===== src/rtl/pipeline_hazard_ctrl.sv =====
// Stall/flush controller for the 5-stage pipeline.
// It resolves load-use, bus wait and exception hazards and sequences the multi-cycle mul/div unit.
module pipeline_hazard_ctrl #(
  parameter int MUL_CYCLES = 2,
  parameter int DIV_CYCLES = 32,
  parameter int CNT_W      = 6
) (
  input  logic       clk,
  input  logic       rst,
  input  logic [4:0] ID_rs,
  input  logic [4:0] ID_rt,
  input  logic       ID_use_rs,
  input  logic       ID_use_rt,
  input  logic       EXE_wreg,
  input  logic       EXE_is_load,
  input  logic [4:0] EXE_regdst,
  input  logic [1:0] EXE_md_op,
  input  logic       ibus_busy,
  input  logic       dbus_busy,
  input  logic       exc_valid,
  output logic       PC_Stall,
  output logic       IF_ID_Stall,
  output logic       IF_ID_Flush,
  output logic       ID_EXE_Stall,
  output logic       ID_EXE_Flush,
  output logic       EXE_MEM_Stall,
  output logic       EXE_MEM_Flush,
  output logic       MEM_WB_Stall,
  output logic       MEM_WB_Flush,
  output logic       md_start,
  output logic       md_done
);

  typedef enum logic [1:0] {IDLE, BUSY, DONE} state_t;

  localparam logic [CNT_W-1:0] MUL_LOAD = CNT_W'(MUL_CYCLES - 1);
  localparam logic [CNT_W-1:0] DIV_LOAD = CNT_W'(DIV_CYCLES - 1);

  state_t           state_q, state_d;
  logic [CNT_W-1:0] cnt_q, cnt_d;

  logic md_valid, lu, md_stall;
  logic s_mem, s_exe, s_id, s_if;

  always_comb begin
    md_valid = (EXE_md_op == 2'b01) || (EXE_md_op == 2'b10);
    lu = EXE_is_load && EXE_wreg && (EXE_regdst != 5'd0) &&
         ((ID_use_rs && (ID_rs == EXE_regdst)) || (ID_use_rt && (ID_rt == EXE_regdst)));
    md_stall = ((state_q == IDLE) && md_valid) || (state_q == BUSY);
    s_mem = dbus_busy;
    s_exe = s_mem || md_stall;
    s_id  = s_exe || lu;
    s_if  = s_id || ibus_busy;
  end

  always_comb begin
    state_d = state_q;
    cnt_d   = cnt_q;
    case (state_q)
      IDLE: begin
        if (md_valid) begin
          state_d = BUSY;
          cnt_d   = (EXE_md_op == 2'b01) ? MUL_LOAD : DIV_LOAD;
        end
      end
      BUSY: begin
        if (cnt_q == '0) state_d = DONE;
        else             cnt_d   = cnt_q - CNT_W'(1);
      end
      DONE: begin
        // The finished op stays parked here while MEM holds the pipe, so it never restarts.
        if (!s_mem) state_d = IDLE;
      end
      default: state_d = IDLE;
    endcase
    if (exc_valid) begin
      state_d = IDLE;
      cnt_d   = '0;
    end
  end

  always_comb begin
    PC_Stall      = 1'b0;
    IF_ID_Stall   = 1'b0;
    IF_ID_Flush   = 1'b0;
    ID_EXE_Stall  = 1'b0;
    ID_EXE_Flush  = 1'b0;
    EXE_MEM_Stall = 1'b0;
    EXE_MEM_Flush = 1'b0;
    MEM_WB_Stall  = 1'b0;
    MEM_WB_Flush  = 1'b0;
    md_start      = 1'b0;
    md_done       = 1'b0;
    if (!rst) begin
      md_done = (state_q == DONE);
      if (exc_valid) begin
        IF_ID_Flush   = 1'b1;
        ID_EXE_Flush  = 1'b1;
        EXE_MEM_Flush = 1'b1;
        MEM_WB_Flush  = 1'b1;
      end else begin
        PC_Stall      = s_if;
        IF_ID_Stall   = s_id;
        IF_ID_Flush   = ibus_busy && !s_id;
        ID_EXE_Stall  = s_exe;
        ID_EXE_Flush  = lu && !s_exe;
        EXE_MEM_Stall = s_mem;
        EXE_MEM_Flush = md_stall && !s_mem;
        MEM_WB_Flush  = s_mem;
        md_start      = (state_q == IDLE) && md_valid;
      end
    end
  end

  always_ff @(posedge clk) begin
    if (rst) begin
      state_q <= IDLE;
      cnt_q   <= '0;
    end else begin
      state_q <= state_d;
      cnt_q   <= cnt_d;
    end
  end

endmodule


===== config.mk =====
export PLATFORM = sky130hd
export DESIGN_NAME = pipeline_hazard_ctrl
export DESIGN_NICKNAME = d
export VERILOG_FILES = /design/src/rtl/pipeline_hazard_ctrl.sv
export SDC_FILE = /design/constraint.sdc
export NUM_CORES = 1
export LEC_CHECK = 0
export BUFFER_PORTS_ARGS = -buffer_cell sky130_fd_sc_hd__buf_2
export CAP_MARGIN = 30
export CORE_MARGIN = 2
export CORE_UTILIZATION = 42
export DETAILED_ROUTE_END_ITERATION = 8
export PLACE_DENSITY = 0.79
export SETUP_SLACK_MARGIN = 0.4
export SYNTH_ARGS = -nofsm -noshare
export SYNTH_HDL_FRONTEND = slang
export SYNTH_SLANG_ARGS = --single-unit

===== constraint.sdc =====
create_clock -name clk -period 3.11 [get_ports clk]
set_clock_uncertainty 0.15 [all_clocks]
set_input_delay 0.1555 -clock clk [delete_from_list [all_inputs] [get_ports clk]]
set_output_delay 0.1555 -clock clk [all_outputs]
set_load 0.05 [all_outputs]

==> results of run 1 <==
## layer usage
layer  part of all wire  vias to the layer above  GRT usage
li1                   -                      416          -
met5                  0                        -          0
met3              0.063                        2     0.0462
met1               0.42                      397      0.218
met4             0.0044                        0     0.0500
met2               0.51                       30      0.334
## worst max-delay path, cell delays in order (launching register included)
cell,delay [ns]
dfxtp_1,0.48
nor2b_2,0.12
o21ba_2,0.24
and3_1,0.14
a311o_1,0.30
buf_2,0.21
## cell type report
cell class / instances / area (sq um)
well taps: 25 / 31.3
flip-flops and latches: 8 / 160
clock buffers: 3 / 22.5
fillers: 173 / 761
repair buffers: 35 / 175
inverters: 4 / 15.0
multi-input cells: 80 / 581
## worst paths after layout
check / from / to / cells after the start
max: state_q[0]$_SDFFE_PP0P_ / IF_ID_Flush / 5
min: dbus_busy / state_q[1]$_SDFFE_PP0P_ / 3
max reg2reg: cnt_q[0]$_SDFFE_PP0P_ / cnt_q[3]$_SDFFE_PP0P_ / 5
min reg2reg: cnt_q[5]$_SDFFE_PP0P_ / cnt_q[5]$_SDFFE_PP0P_ / 2
## flip-flops by register name (all words and copies together) (netlist names)
signal and cells:
cnt_q 6, state_q 2
## cells in the final DEF (no fill, tap or decap), types with 2 or more instances in the layout
cell,instances
mux2i_1,3
or3_1,3
xnor2_1,2
nand3_1,2
clkbuf_4,3
xor2_1,9
o22ai_1,2
nor3b_1,4
and2_1,3
inv_1,4
o21ai_2,2
a21oi_1,4
nand2_1,2
buf_2,35
o21ai_0,3
o211ai_1,2
ha_1,3
nor2b_1,2
nor2_1,10
dfxtp_1,8
nor3_1,2
nor4_1,2
## cells by family after synthesis
logic type,count (synthesis),share of synthesized area
flops,8,0.205
other cells,1,0.00480
simple gates,39,0.290
xor+xnor,11,0.123
mux,3,0.0385
fa+ha+maj,3,0.0481
buf+inv,9,0.0513
compound gates,23,0.239
## power groups by stage
| stage | Sequential, mW | Clock (mW) | Combinational, mW |
|---|---|---|---|
| after floorplan | 0.118 | 0 | 0.116 |
| after global placement | 0.120 | 0 | 0.150 |
| after detailed placement | 0.121 | 0 | 0.153 |
| after CTS | 0.119 | 0.0837 | 0.154 |
| after global routing | 0.120 | 0.0899 | 0.168 |
| final | 0.119 | 0.0814 | 0.153 |
## metrics by stage
step                      hold WS (ns)   util  power, mW  instances  cell area [sq um]
after global routing            0.0735  0.564      0.378        155                985
after CTS                       0.0733  0.564      0.357        155                985
after detailed placement         0.337  0.551      0.274        152                962
after floorplan                  0.168      -      0.234         97                781
final                           0.0746  0.564      0.354        155                985
after global placement           0.322  0.551      0.270        152                962
==> results.tsv, run 1 <==
metric	value	unit
worst skew pair latency	0.25	ns
Hold WC Path Type	input pin to flop	
Clock Path Buffers	2	
achievable frequency	0.486	GHz
DP Worst Slack	1.17	ns
Clock Sinks	8	
Yosys top cell by area	dfxtp_1	
Pins Over Slew Limit	0	
count leader, synth	nor2_1	
fraction of layout cells with a size suffix above 1	0.354	
reg2reg setup slack	1.24	ns
Switch Pwr	139	uW
peak supply drop	168	uV
NumNets Final	161	
DP Wirelength	1.49	mm
Clock transition at path regs	0.06	ns
outcome	complete, no violations	
Synth top cells by count	nor2_1 (10), xor2_1 (9), dfxtp_1 (8)	
Placement Rows	15	
fraction of registers with async set/reset	0	
Clk pwr share	0.230	
MaxCap Viol Count	0	
Post-Synthesis Cells	97	
GRT Total Usage	0.186	
sequential fraction of the synthesis area	0.205	
Initial Utilization	0.447	
crit path time final	2.06	ns
P per Cell Area	359	nW/um^2
Crit path required time	2.80	ns
ranking of synthesized cells by area	dfxtp_1 (21%), xor2_1 (10%), ha_1 (4.8%)	
switching share of power	0.392	
Yosys warnings	0	
Syn Area/Cell	8.05	sq um
vias in the first global route	751	
ys flop type	dfxtp_1	
Via Count	845	
leakage power	0.456	nW
die area	2220	sq um
Period Utilization, post-route	0.662	
total I/O pin count	37	
core area	1750	sq um
critical path class	flop to output pin	
gpl congestion	0.825	
Port-buffer cells	35	
setup TNS	0	ns
WL final	1.80	mm
Via-to-Cell Ratio	5.45	
drt initial violations	14	
first-pass GRT wire length	3.00	mm
antenna violations before repair	0	
CTS resizes	0	
Setup Buffers After CTS	0	
post-route worst setup slack	1.05	ns
worst slew pin tran	0.537	ns
final setup fails	0	
Crit path arrival time	1.75	ns
EDFF count, synth	0	
total gr overflow	0	
Yosys reg bits	8	
DR WL/cell	11.6	um
RSZ-0062 raised after global routing	false	
H-Tree Depth	1	
drt drc	0	
1st-pass router iterations	4	
post-route antenna net violation count	0	
Worst Setup End Kind	output pin	
Int Power	215	uW
TritonCTS clock tree	yes	
Die Height	47.1	um
hold-fix buffers at CTS	0	
Num CTS Buffers	3	
Root Driver	clkbuf_4	
ANT cells	0	
mapped cell area	781	sq um
Die Width	47.1	um
Area growth syn-to-layout	26.1	%
syn nets	126	
crit path max fanout	7	
startpoint types	flop	
Worst slew margin	0.641	
final hold vios	0	
top-area cell type share of the netlist area	0.205	
sequential power share	0.336	
Comb power frac	0.433	
largest net degree at the start of global routing	11	
library cells used by synthesis	43	
Note: power is estimated with default switching activity, not from simulation.
==> inputs of run 2 (changes only) <==
--- a/config.mk
+++ b/config.mk
@@ -8,9 +8,9 @@
 export BUFFER_PORTS_ARGS = -buffer_cell sky130_fd_sc_hd__buf_2
 export CAP_MARGIN = 30
 export CORE_MARGIN = 2
-export CORE_UTILIZATION = 42
+export CORE_UTILIZATION = 41
 export DETAILED_ROUTE_END_ITERATION = 8
-export PLACE_DENSITY = 0.79
+export PLACE_DENSITY = 0.81
 export SETUP_SLACK_MARGIN = 0.4
 export SYNTH_ARGS = -nofsm -noshare
 export SYNTH_HDL_FRONTEND = slang
==> constraint.sdc (replaced) <==
create_clock -name clk -period 1.79 [get_ports clk]
set_clock_uncertainty 0.15 [all_clocks]
set_input_delay 0.0895 -clock clk [delete_from_list [all_inputs] [get_ports clk]]
set_output_delay 0.0895 -clock clk [all_outputs]
set_load 0.05 [all_outputs]
==> results.tsv, run 2 (synthesis gave the netlist of run 1 again) <==
metric	value	unit
outcome	complete, no violations	
peak supply drop	370	uV
MaxCap Viol Count	0	
vias in the first global route	949	
most frequent cells in the layout	buf_2 (25), buf_4 (15), buf_6 (12)	
critical path capture point	IF_ID_Flush	
R2R Path End	cnt_q[2]$_SDFFE_PP0P_	
Worst slew margin	0.665	
antenna violations before repair	0	
commonest non-fill, non-tap cell in the layout	buf_2	
crit path max fanout	4	
critical path's slowest cell	dfxtp_4	
Final Cell Area	1450	sq um
drt initial violations	30	
Num CTS Buffers	3	
critical path class	flop to output pin	
reg2reg setup slack	0.07	ns
setup TNS	0	ns
Clock Path Buffers	2	
switching share of power	0.406	
1st-pass router iterations	4	
Clock transition at path regs	0.07	ns
first-pass GRT wire length	4.29	mm
Placement Rows	15	
Hold WC Path Type	input pin to flop	
Area growth syn-to-layout	86.1	%
biggest regs	cnt_q: 6 flops, state_q: 2 flops	
FF-to-FF path depth	6	
Die Width	47.6	um
Port-buffer cells	35	
Clk pwr share	0.199	
largest net degree at the start of global routing	10	
max reg flops	6	
DR WL/cell	19.3	um
DP Wirelength	1.72	mm
Post-DP Area	1130	sq um
P per Cell Area	569	nW/um^2
drt drc	0	
core area	1760	sq um
startpoint types	flop	
H-Tree Depth	1	
Comb power frac	0.553	
Initial Utilization	0.443	
Clock Sinks	8	
Die Height	47.6	um
Worst Setup End Kind	output pin	
worst setup path startpoint	state_q[0]$_SDFFE_PP0P_	
Reg-to-Reg Start	state_q[1]$_SDFFE_PP0P_	
worst skew pair latency	0.26	ns
Switch Pwr	336	uW
Most flops, register	cnt_q	
final setup fails	0	
RSZ-0062 raised after global routing	true	
gpl congestion	0.794	
total I/O pin count	37	
hold-fix buffers at CTS	0	
WL final	3.39	mm
Via Count	1018	
GRT Total Usage	0.270	
Crit path required time	1.55	ns
sequential power share	0.248	
Period Utilization, post-route	0.990	
post-route antenna net violation count	0	
die area	2270	sq um
CP cell instances	nor2b_4 > o21ba_4 > and3_1 > a311o_2 > buf_8	
TritonCTS clock tree	yes	
leakage power	0.630	nW
Int Power	491	uW
final hold vios	0	
total gr overflow	0	
Crit path largest cell delay	0.36	ns
Fillers	102	
Pins Over Slew Limit	0	
ANT cells	0	
fraction of layout cells with a size suffix above 1	0.675	
Via-to-Cell Ratio	5.78	
worst slew pin tran	0.498	ns
achievable frequency	0.564	GHz
Root Driver	clkbuf_4	
NumNets Final	181	
crit path time final	1.77	ns
Crit path arrival time	1.53	ns
[run 2: cell types whose count changed in the layout (fill, tap and decap cells not counted), sizes merged]
| cell | previous run | this run |
|---|---|---|
| clkbuf | 3 | 4 |
| buf | 35 | 55 |
[run 2: power groups by stage]
| stage | combinational, mW | clock [mW] | sequential [mW] |
|---|---|---|---|
| 6_report | 0.458 | 0.164 | 0.205 |
| 5_1_grt | 0.481 | 0.170 | 0.207 |
| 4_1_cts | 0.391 | 0.166 | 0.206 |
| 3_5_place_dp | 0.322 | 0 | 0.215 |
| 3_3_place_gp | 0.313 | 0 | 0.214 |
| 2_1_floorplan | 0.240 | 0 | 0.210 |
[run 2: area by class of cell]
class                      instances  area, sq um  share of cell area
timing repair buffer              55          418               0.288
multi-input combinational         80          779               0.537
clock buffer                       4         26.3              0.0181
inverter                           4         17.5              0.0121
sequential                         8          180               0.124
tap                               25         31.3              0.0215
[run 2: worst max-delay path: cells and delay by family (launching register included)]
family	cells	cell delay (ns)
AO/OA/AOI/OAI	2	0.54
AND/OR/NAND/NOR	2	0.22
flip-flops	1	0.36
buffers and inverters	1	0.16
[run 2: worst min-delay path by stage]
stage                         start                       to  cells after the start
final                     dbus_busy  state_q[1]$_SDFFE_PP0P_                      3
after global routing      dbus_busy  state_q[1]$_SDFFE_PP0P_                      3
after CTS                 dbus_busy  state_q[1]$_SDFFE_PP0P_                      3
after detailed placement  dbus_busy  state_q[1]$_SDFFE_PP0P_                      3
after global placement    dbus_busy  state_q[1]$_SDFFE_PP0P_                      3
after floorplan           dbus_busy  state_q[1]$_SDFFE_PP0P_                      2
[run 2: metrics by stage]
step / hold WS [ns] / setup slack, ns / instances / utilization / total power, mW
after floorplan: 0.0999 / 0.207 / 97 / - / 0.450
after global placement: 0.257 / 0.0234 / 160 / 0.642 / 0.527
after detailed placement: 0.282 / -0.0191 / 160 / 0.642 / 0.537
after CTS: 0.00207 / 0.0159 / 171 / 0.760 / 0.762
after global routing: 0.0538 / -0.00107 / 176 / 0.823 / 0.857
final: 0.0404 / 0.0181 / 176 / 0.823 / 0.827
[run 2: per-layer routing]
| layer | wire (um) | GRT usage |
|---|---|---|
| met1 | 1210 | 0.301 |
| met5 | 0 | 0 |
| met2 | 1840 | 0.514 |
| met3 | 202 | 0.0226 |
| met4 | 140 | 0.119 |
[run 2: timing repair]
action / 4_1_cts / 5_1_grt
gates resized for setup: 37 / 15
setup endpoints to repair: 14 / 15
pin swaps: 8 / 12
gates cloned: 0 / 0
buffers inserted: 7 / 5
